**src/rtl/tdma_arbiter_if.sv**
```systemverilog
// Request/ack bundle shared by the low and high domains of tdma_arbiter.
interface tdma_arbiter_if #(
  parameter int unsigned WIDTH = 4
);
  logic             l_req;
  logic [1:0]       l_op;
  logic [WIDTH-1:0] l_data;
  logic             l_ack;
  logic [WIDTH-1:0] l_rdata;
  logic             h_req;
  logic [1:0]       h_op;
  logic [WIDTH-1:0] h_data;
  logic             h_ack;
  logic [WIDTH-1:0] h_rdata;
  logic             slot_h;

  modport master (
    output l_req, l_op, l_data, h_req, h_op, h_data,
    input  l_ack, l_rdata, h_ack, h_rdata, slot_h
  );

  modport slave (
    input  l_req, l_op, l_data, h_req, h_op, h_data,
    output l_ack, l_rdata, h_ack, h_rdata, slot_h
  );
endinterface

```
**src/rtl/tdma_arbiter.sv**
```systemverilog
// Fixed-schedule TDMA arbiter: L slot, H slot, one scrub cycle, sharing one accumulator.
module tdma_arbiter #(
  parameter int unsigned SLOT_LEN = 4,
  parameter int unsigned WIDTH    = 4
) (
  input  logic          clk,
  input  logic          reset,
  tdma_arbiter_if.slave bus
);
  localparam int unsigned CW = (SLOT_LEN > 1) ? $clog2(SLOT_LEN) : 1;
  localparam logic [CW-1:0] LAST = CW'(SLOT_LEN - 1);

  typedef enum logic [1:0] {L_SLOT, H_SLOT, SCRUB} state_e;

  state_e           state_q, state_d;
  logic [CW-1:0]    cnt_q, cnt_d;
  logic [WIDTH-1:0] acc_q, acc_d;
  logic             l_ack_q, l_ack_d;
  logic             h_ack_q, h_ack_d;
  logic [WIDTH-1:0] l_rdata_q, l_rdata_d;
  logic [WIDTH-1:0] h_rdata_q, h_rdata_d;

  function automatic logic [WIDTH-1:0] alu(input logic [WIDTH-1:0] a,
                                           input logic [1:0]       op,
                                           input logic [WIDTH-1:0] b);
    logic [WIDTH-1:0] r;
    r = a;
    unique case (op)
      2'b00: r = a;
      2'b01: r = a + b;
      2'b10: r = a - b;
      2'b11: r = '0;
      default: r = a;
    endcase
    return r;
  endfunction

  always_comb begin
    state_d   = state_q;
    cnt_d     = cnt_q;
    acc_d     = acc_q;
    l_ack_d   = 1'b0;
    h_ack_d   = 1'b0;
    l_rdata_d = l_rdata_q;
    h_rdata_d = h_rdata_q;
    unique case (state_q)
      L_SLOT: begin
        if (bus.l_req) begin
          acc_d     = alu(acc_q, bus.l_op, bus.l_data);
          l_ack_d   = 1'b1;
          l_rdata_d = acc_d;
        end
        if (cnt_q == LAST) begin
          state_d = H_SLOT;
          cnt_d   = '0;
        end else begin
          cnt_d = cnt_q + CW'(1);
        end
      end
      H_SLOT: begin
        if (bus.h_req) begin
          acc_d     = alu(acc_q, bus.h_op, bus.h_data);
          h_ack_d   = 1'b1;
          h_rdata_d = acc_d;
        end
        if (cnt_q == LAST) begin
          state_d = SCRUB;
          cnt_d   = '0;
        end else begin
          cnt_d = cnt_q + CW'(1);
        end
      end
      SCRUB: begin
        // Wiping acc here means every L slot starts from zero, so L results never see H data.
        acc_d     = '0;
        h_rdata_d = '0;
        state_d   = L_SLOT;
        cnt_d     = '0;
      end
      default: begin
        state_d = L_SLOT;
        cnt_d   = '0;
      end
    endcase
  end

  always_ff @(posedge clk) begin
    if (reset) begin
      state_q   <= L_SLOT;
      cnt_q     <= '0;
      acc_q     <= '0;
      l_ack_q   <= 1'b0;
      h_ack_q   <= 1'b0;
      l_rdata_q <= '0;
      h_rdata_q <= '0;
    end else begin
      state_q   <= state_d;
      cnt_q     <= cnt_d;
      acc_q     <= acc_d;
      l_ack_q   <= l_ack_d;
      h_ack_q   <= h_ack_d;
      l_rdata_q <= l_rdata_d;
      h_rdata_q <= h_rdata_d;
    end
  end

  assign bus.l_ack   = l_ack_q;
  assign bus.h_ack   = h_ack_q;
  assign bus.l_rdata = l_rdata_q;
  assign bus.h_rdata = h_rdata_q;
  assign bus.slot_h  = (state_q != L_SLOT);
endmodule

```
**src/flat_wrapper.sv**
```systemverilog
// flat-port wrapper written by rule: the top's interface ports become plain ports
module tdma_arbiter_flat 
#(
  parameter int unsigned SLOT_LEN = 4,
  parameter int unsigned WIDTH    = 4
)
  (clk, reset, bus_l_req, bus_l_op, bus_l_data, bus_h_req, bus_h_op, bus_h_data, bus_l_ack, bus_l_rdata, bus_h_ack, bus_h_rdata, bus_slot_h);
  tdma_arbiter_if #(.WIDTH(WIDTH)) bus_i ();
  input  logic clk;
  input  logic reset;
  input wire logic [$bits(bus_i.l_req)-1:0] bus_l_req;
  input wire logic [$bits(bus_i.l_op)-1:0] bus_l_op;
  input wire logic [$bits(bus_i.l_data)-1:0] bus_l_data;
  input wire logic [$bits(bus_i.h_req)-1:0] bus_h_req;
  input wire logic [$bits(bus_i.h_op)-1:0] bus_h_op;
  input wire logic [$bits(bus_i.h_data)-1:0] bus_h_data;
  output wire logic [$bits(bus_i.l_ack)-1:0] bus_l_ack;
  output wire logic [$bits(bus_i.l_rdata)-1:0] bus_l_rdata;
  output wire logic [$bits(bus_i.h_ack)-1:0] bus_h_ack;
  output wire logic [$bits(bus_i.h_rdata)-1:0] bus_h_rdata;
  output wire logic [$bits(bus_i.slot_h)-1:0] bus_slot_h;
  assign bus_i.l_req = bus_l_req;
  assign bus_i.l_op = bus_l_op;
  assign bus_i.l_data = bus_l_data;
  assign bus_i.h_req = bus_h_req;
  assign bus_i.h_op = bus_h_op;
  assign bus_i.h_data = bus_h_data;
  assign bus_l_ack = bus_i.l_ack;
  assign bus_l_rdata = bus_i.l_rdata;
  assign bus_h_ack = bus_i.h_ack;
  assign bus_h_rdata = bus_i.h_rdata;
  assign bus_slot_h = bus_i.slot_h;
  tdma_arbiter #(.SLOT_LEN(SLOT_LEN), .WIDTH(WIDTH)) u_core (.clk(clk), .reset(reset), .bus(bus_i));
endmodule
```
**config.mk**
```make
export PLATFORM = sky130hd
export DESIGN_NAME = tdma_arbiter_flat
export DESIGN_NICKNAME = d
export VERILOG_FILES = /design/src/rtl/tdma_arbiter_if.sv /design/src/rtl/tdma_arbiter.sv /design/src/flat_wrapper.sv
export SDC_FILE = /design/constraint.sdc
export NUM_CORES = 1
export LEC_CHECK = 0
export CAP_MARGIN = 20
export CORE_MARGIN = 2
export CORE_UTILIZATION = 30
export CTS_CLUSTER_SIZE = 20
export DETAILED_ROUTE_END_ITERATION = 6
export RECOVER_POWER = 100
export REMOVE_ABC_BUFFERS = 1
export SKIP_LAST_GASP = 1
export SYNTH_ARGS = -nofsm -noshare
export SYNTH_HDL_FRONTEND = slang
export SYNTH_SLANG_ARGS = --single-unit
```
**constraint.sdc**
```tcl
create_clock -name clk -period 3.08 [get_ports clk]
set_clock_uncertainty 0.2 [all_clocks]
set_input_delay 0.616 -clock clk [delete_from_list [all_inputs] [get_ports clk]]
set_output_delay 0.616 -clock clk [all_outputs]
set_load 0.02 [all_outputs]
```
=== After elaboration in Yosys (flattened, before gate mapping) ===
Index checks and enable logic that the tools add are counted.
Widths: inputs -> output; s select.

* Input port bits: 16
* Logic and storage cells: 53
* Register bits: 18
* Output and inout port bits: 11

* Reductions and logical operators: 14
* Multiplexer cells: 11
* Bitwise gates (word level): 3
* Eq/ne operators: 13
* Add/sub/neg operators: 5

{| class="wikitable"
|+ Operators by type and width
! cell !! number
|-
| $pmux 4 s4 || 2
|-
| $eq 2x2->1 const B || 6
|-
| $pmux 4 s3 || 1
|-
| $add 4x4->4 || 2
|-
| $mux 4 || 2
|-
| $pmux 4 s2 || 1
|-
| $sub 4x4->4 || 2
|-
| $eq 2x1->1 const B || 3
|-
| $logic_not 2->1 || 3
|-
| $reduce_and 2->1 || 3
|-
| $reduce_or 2->1 || 3
|-
| $mux 2 || 2
|-
| $ne 2x1->1 const B || 2
|-
| $ne 2x2->1 const B || 2
|-
| $pmux 2 s2 || 1
|-
| $reduce_bool 2->1 || 2
|-
| $not 1->1 || 3
|-
| $reduce_and 3->1 || 1
|-
| $reduce_bool 3->1 || 1
|-
| $reduce_or 3->1 || 1
|-
| $add 2x1->2 const B || 1
|-
| $mux 1 || 2
|}

=== Logic depth before layout (Yosys ltp) ===
* Word-level depth: 4
* Depth in mapped cells: 10
* Mapped depth without buffers: 10

=== Worst setup path before layout ===
No wires, ideal clock.

* Kind: input -> register
* From: input port bus_h_op[0]
* To: register u_core.acc_q[3]
* Library setup time: 0.091 ns
* Setup slack: 0.349 ns
* Cell stages on the path: 10
* Path buffers: 0
* Arrival time: 2.440 ns
* Data required time: 2.789 ns
* Cells stage by stage: inv_1 ha_1 mux2_2 inv_1 ha_1 nor2b_1 o21a_1 a2111oi_4 a311oi_1 a311oi_1

* Longest elaborated chain between the ends: 4
* Elaborated cells on any way between the ends: 7
* Classes of those cells: eq/ne (3); mux (3); reduce/logical (1)

{| class="wikitable"
|+ RTL lines
! what !! RTL line !! RTL
|-
| start: declaration || flat_wrapper.sv:15 || <nowiki>input wire logic [$bits(bus_i.h_op)-1:0] bus_h_op;</nowiki>
|-
| $eq 2x2->1 (tied with other cells) || tdma_arbiter.sv:28 || <nowiki>unique case (op)</nowiki>
|-
| $pmux 4 s4 * || tdma_arbiter.sv:28 ||
|-
| $mux 4 * || tdma_arbiter.sv:61 || <nowiki>if (bus.h_req) begin</nowiki>
|-
| $pmux 4 s3 * || tdma_arbiter.sv:46 || <nowiki>unique case (state_q)</nowiki>
|-
| end signal: assignment || tdma_arbiter.sv:91 || <nowiki>acc_q <= '0;</nowiki>
|-
| end signal: assignment || tdma_arbiter.sv:99 || <nowiki>acc_q <= acc_d;</nowiki>
|-
| end: declaration || tdma_arbiter.sv:17 || <nowiki>logic [WIDTH-1:0] acc_q, acc_d;</nowiki>
|}

Every way passes the cells marked *; elsewhere a longest branch is shown, timed or not. The select of a mux whose other input is x is not followed.
A chain may end at the register's enable or synchronous reset.

=== Worst setup path in the final report ===
* From: input port bus_h_data[0]
* To: register u_core.acc_q[3]

* Longest elaborated chain between the ends: 4
* Elaborated cells on any way between the ends: 5
* Classes of those cells: add/sub (2); mux (3)

{| class="wikitable"
|+ RTL lines
! what !! RTL line !! RTL
|-
| start: declaration || flat_wrapper.sv:16 || <nowiki>input wire logic [$bits(bus_i.h_data)-1:0] bus_h_data;</nowiki>
|-
| $sub 4x4->4 or $add 4x4->4 (tied branches) || tdma_arbiter.sv:31, tdma_arbiter.sv:30 ||
|-
| $pmux 4 s4 * || tdma_arbiter.sv:28 ||
|-
| $mux 4 * || tdma_arbiter.sv:61 ||
|-
| $pmux 4 s3 * || tdma_arbiter.sv:46 ||
|}

Marks and branches as above.

==> flow_summary_export.csv <==
group,metric,value,unit
floorplanning,chipWidth,72.3,microns
grt,grt_overflow,0,
drt,wl_per_cell,11.7,microns
synth,yosysTopAreaCellShare,25.7,%
synth,ys_ff_latch,18,
finish,final_area,1840,sq um
synth,yosys.cell_count.top_type,"nor2_1",
clock_network,cts-root-buf,"clkbuf_8",
synth,async_reset_ff_share,0,%
pwr,ir_drop,228,uV
pwr,power_leakage,0.811,nW
sta,rsz0062_at_grt,"yes",
placed_design,io_buffers,26,
drt,drt_iter0_markers,45,
sta,hold_viol,0,
drt,drt-pass1-iter-count,4,
sta,slew-limit-headroom,54.5,%
synth,synth_top_cells_by_area,"dfxtp_1, ha_1, nor2_1",
worst_setup_path,path_max_fanout,4,
worst_setup_path,required,3.04,ns
clock_network,cts.sink_count,18,
placed_design,gp_congestion,0.749,
synth,syn_inst,167,
pwr,pwr-share-comb,53.4,%
synth,ys_warn_count,0,
grt,grt_max_degree,19,
clock_network,cts_buffers,3,
pwr,pwr-share-clk,15.4,%
drt,routed_via_density,4.96,
drt,num_vias,1255,
sta,finalCritPeriodShare,98.1,%
run_status,outcome,"finished clean",
sta,setup_viol,0,
finish,area_growth,31.2,%
synth,synth_top_cell_by_area,"dfxtp_1",
placed_design,place_hpwl,2.40,mm
worst_setup_path,cp-start-kind,"input port",
pwr,p_per_area,567,nW/um^2
drt,routed_wl,2.97,mm
synth,yosysSeqAreaShare,25.7,%
grt,grt_pass1_wl,4.95,mm
sta,worstMarginPinSlew,0.680,ns
sta,clock.fmax,0.331,GHz
pwr,p_sw_share,39.1,%
worst_setup_path,crit_arrival,2.99,ns
job,drv_cap,0,
grt,grtUsageTotal,11.7,%
sta,slew_violations,0,
synth,synth_edf_count,0,
pwr,seqPwrFrac,31.2,%
floorplanning,dieArea,5230,sq um
finish,drive_above_1_share,11.9,%
clock_network,clk_pin_slew,0.06,ns
drt,postRouteAntennaNets,0,
floorplanning,fp.dieH,72.3,microns
floorplanning,start_util,31.7,%
finish,fin_nets,237,
sta,period_needed,3.02,ns
drt,drcViolationCount,0,
grt,antenna_found_initial,0,
clock_network,clock_tree.htree_level_count,1,
synth,mappedNetlistArea,1400,sq um
grt,grt_pass1_vias,1197,
finish,num_antenna_cells,0,
placed_design,place_area,1780,sq um
clock_network,cts_tree,"done",
sta,hold_ws,0.234,ns
finish,fillers,456,
synth,synth_flop_cell,"dfxtp_1",
pwr,p_sw,0.407,mW
clock_network,postCtsSetupBuffers,0,
pwr,p_int,0.635,mW
floorplanning,pin_count,27,
worst_setup_path,end_kind,"register",
clock_network,cts_buffer_depth,2,
floorplanning,core,4410,sq um
clock_network,clk-insertion-delay-late,0.25,ns
floorplanning,rows,24,
synth,synth_cell_types,43,
hold_path,hold_path.class,"register to register",
worst_setup_path,r2r_slack,0.97,ns
synth,synth.avg_cell_area,8.38,sq um
sta,fin_tns_setup,0,ns
worst_setup_path,worst-setup-path-type,"input port to register",
synth,synth_common_cells,"nor2_1, dfxtp_1, inv_1, ha_1, nand2_1",
-- sequential cells by signal, indices dropped and copies added, names as in the netlist --
name                count
u_core.bus.l_rdata      4
u_core.bus.h_ack        1
u_core.acc_q            4
u_core.bus.h_rdata      4
u_core.bus.l_ack        1
u_core.cnt_q            2
u_core.state_q          2
-- power by group through the flow --
stage	Clock, mW	Sequential (mW)	Combinational [mW]
after detailed placement	0	0.331	0.559
after global placement	0	0.331	0.552
after global routing	0.177	0.332	0.622
after floorplan	0	0.341	0.353
final	0.161	0.325	0.557
after CTS	0.168	0.326	0.561
-- per-layer routing --
| layer | GRT usage, % | vias up | wire length [microns] |
|---|---|---|---|
| met5 | 0 | - | 0 |
| met4 | 1.89 | 0 | 0 |
| met3 | 2.50 | 0 | 111 |
| met2 | 20.7 | 21 | 1430 |
| met1 | 14.8 | 567 | 1430 |
| li1 | - | 667 | - |
-- logic make-up after synthesis --
group | count (synthesis) | synth area share (%)
and+or+nand+nor | 57 | 20.8
xor gates and xnor gates | 5 | 3.13
adders and majority gates | 18 | 17.2
buffers and inverters | 24 | 6.97
AOI/OAI and AO/OA | 41 | 23.1
muxes | 4 | 3.13
DFF | 18 | 25.7
-- repair_timing --
item	4_1_cts	5_1_grt
hold buffers	0	0
gates resized for setup	0	3
hold endpoints to repair	0	0
endpoints found under the setup margin	0	2
-- final cells by class --
cell class                      instances  area (sq um)  area share (%)
Tap cell                               52          65.1            3.54
Inverter                               17          63.8            3.47
Sequential cell                        18           360            19.6
Timing Repair Buffer                   38           350            19.1
Clock buffer                            3          41.3            2.25
Multi-Input combinational cell        125           956            52.0
-- critical path: stages --
cell and delay, ns:
clkdlybuf4s50_1 0.48, inv_1 0.05, ha_1 0.27, mux2_2 0.28, inv_1 0.06, ha_1 0.21, nor2b_1 0.13, o21a_2 0.23
a2111oi_4 0.32, a311oi_1 0.08, a311oi_1 0.25
-- through the flow --
step                power [mW]  setup WS (ns)  cells  util [%]
finish                    1.04         0.0572    253      41.6
global route              1.13        -0.0341    253      41.6
CTS                       1.05         0.0444    253      41.3
detailed placement       0.890         -0.218    250      40.4
global placement         0.883         -0.167    250      40.4
floorplan                0.694          0.337    160         -
-- placed cells by master (no fill, tap or decap), types with 4 or more instances in the layout --
cell,synthesis,layout
nor2_1,20,20
dfxtp_1,18,18
inv_1,17,17
ha_1,16,16
clkdlybuf4s50_1,0,14
dlygate4sd3_1,0,12
buf_4,0,11
nand2_1,8,8
a211oi_1,7,7
o21ai_0,6,6
a21oi_1,6,6
nand2b_1,5,5
nor3_1,5,5
xnor2_1,4,4
-- worst paths after layout --
kind | start | endpoint | cells past startpoint
setup / recovery | bus_h_data[0] | u_core.acc_q[3] | 11
hold / removal | u_core.cnt_q[0] | u_core.cnt_q[0] | 1
setup reg to reg | u_core.acc_q[0] | u_core.acc_q[2] | 8
hold reg to reg | u_core.cnt_q[0] | u_core.cnt_q[0] | 1
(Power assumes the default switching activity.)
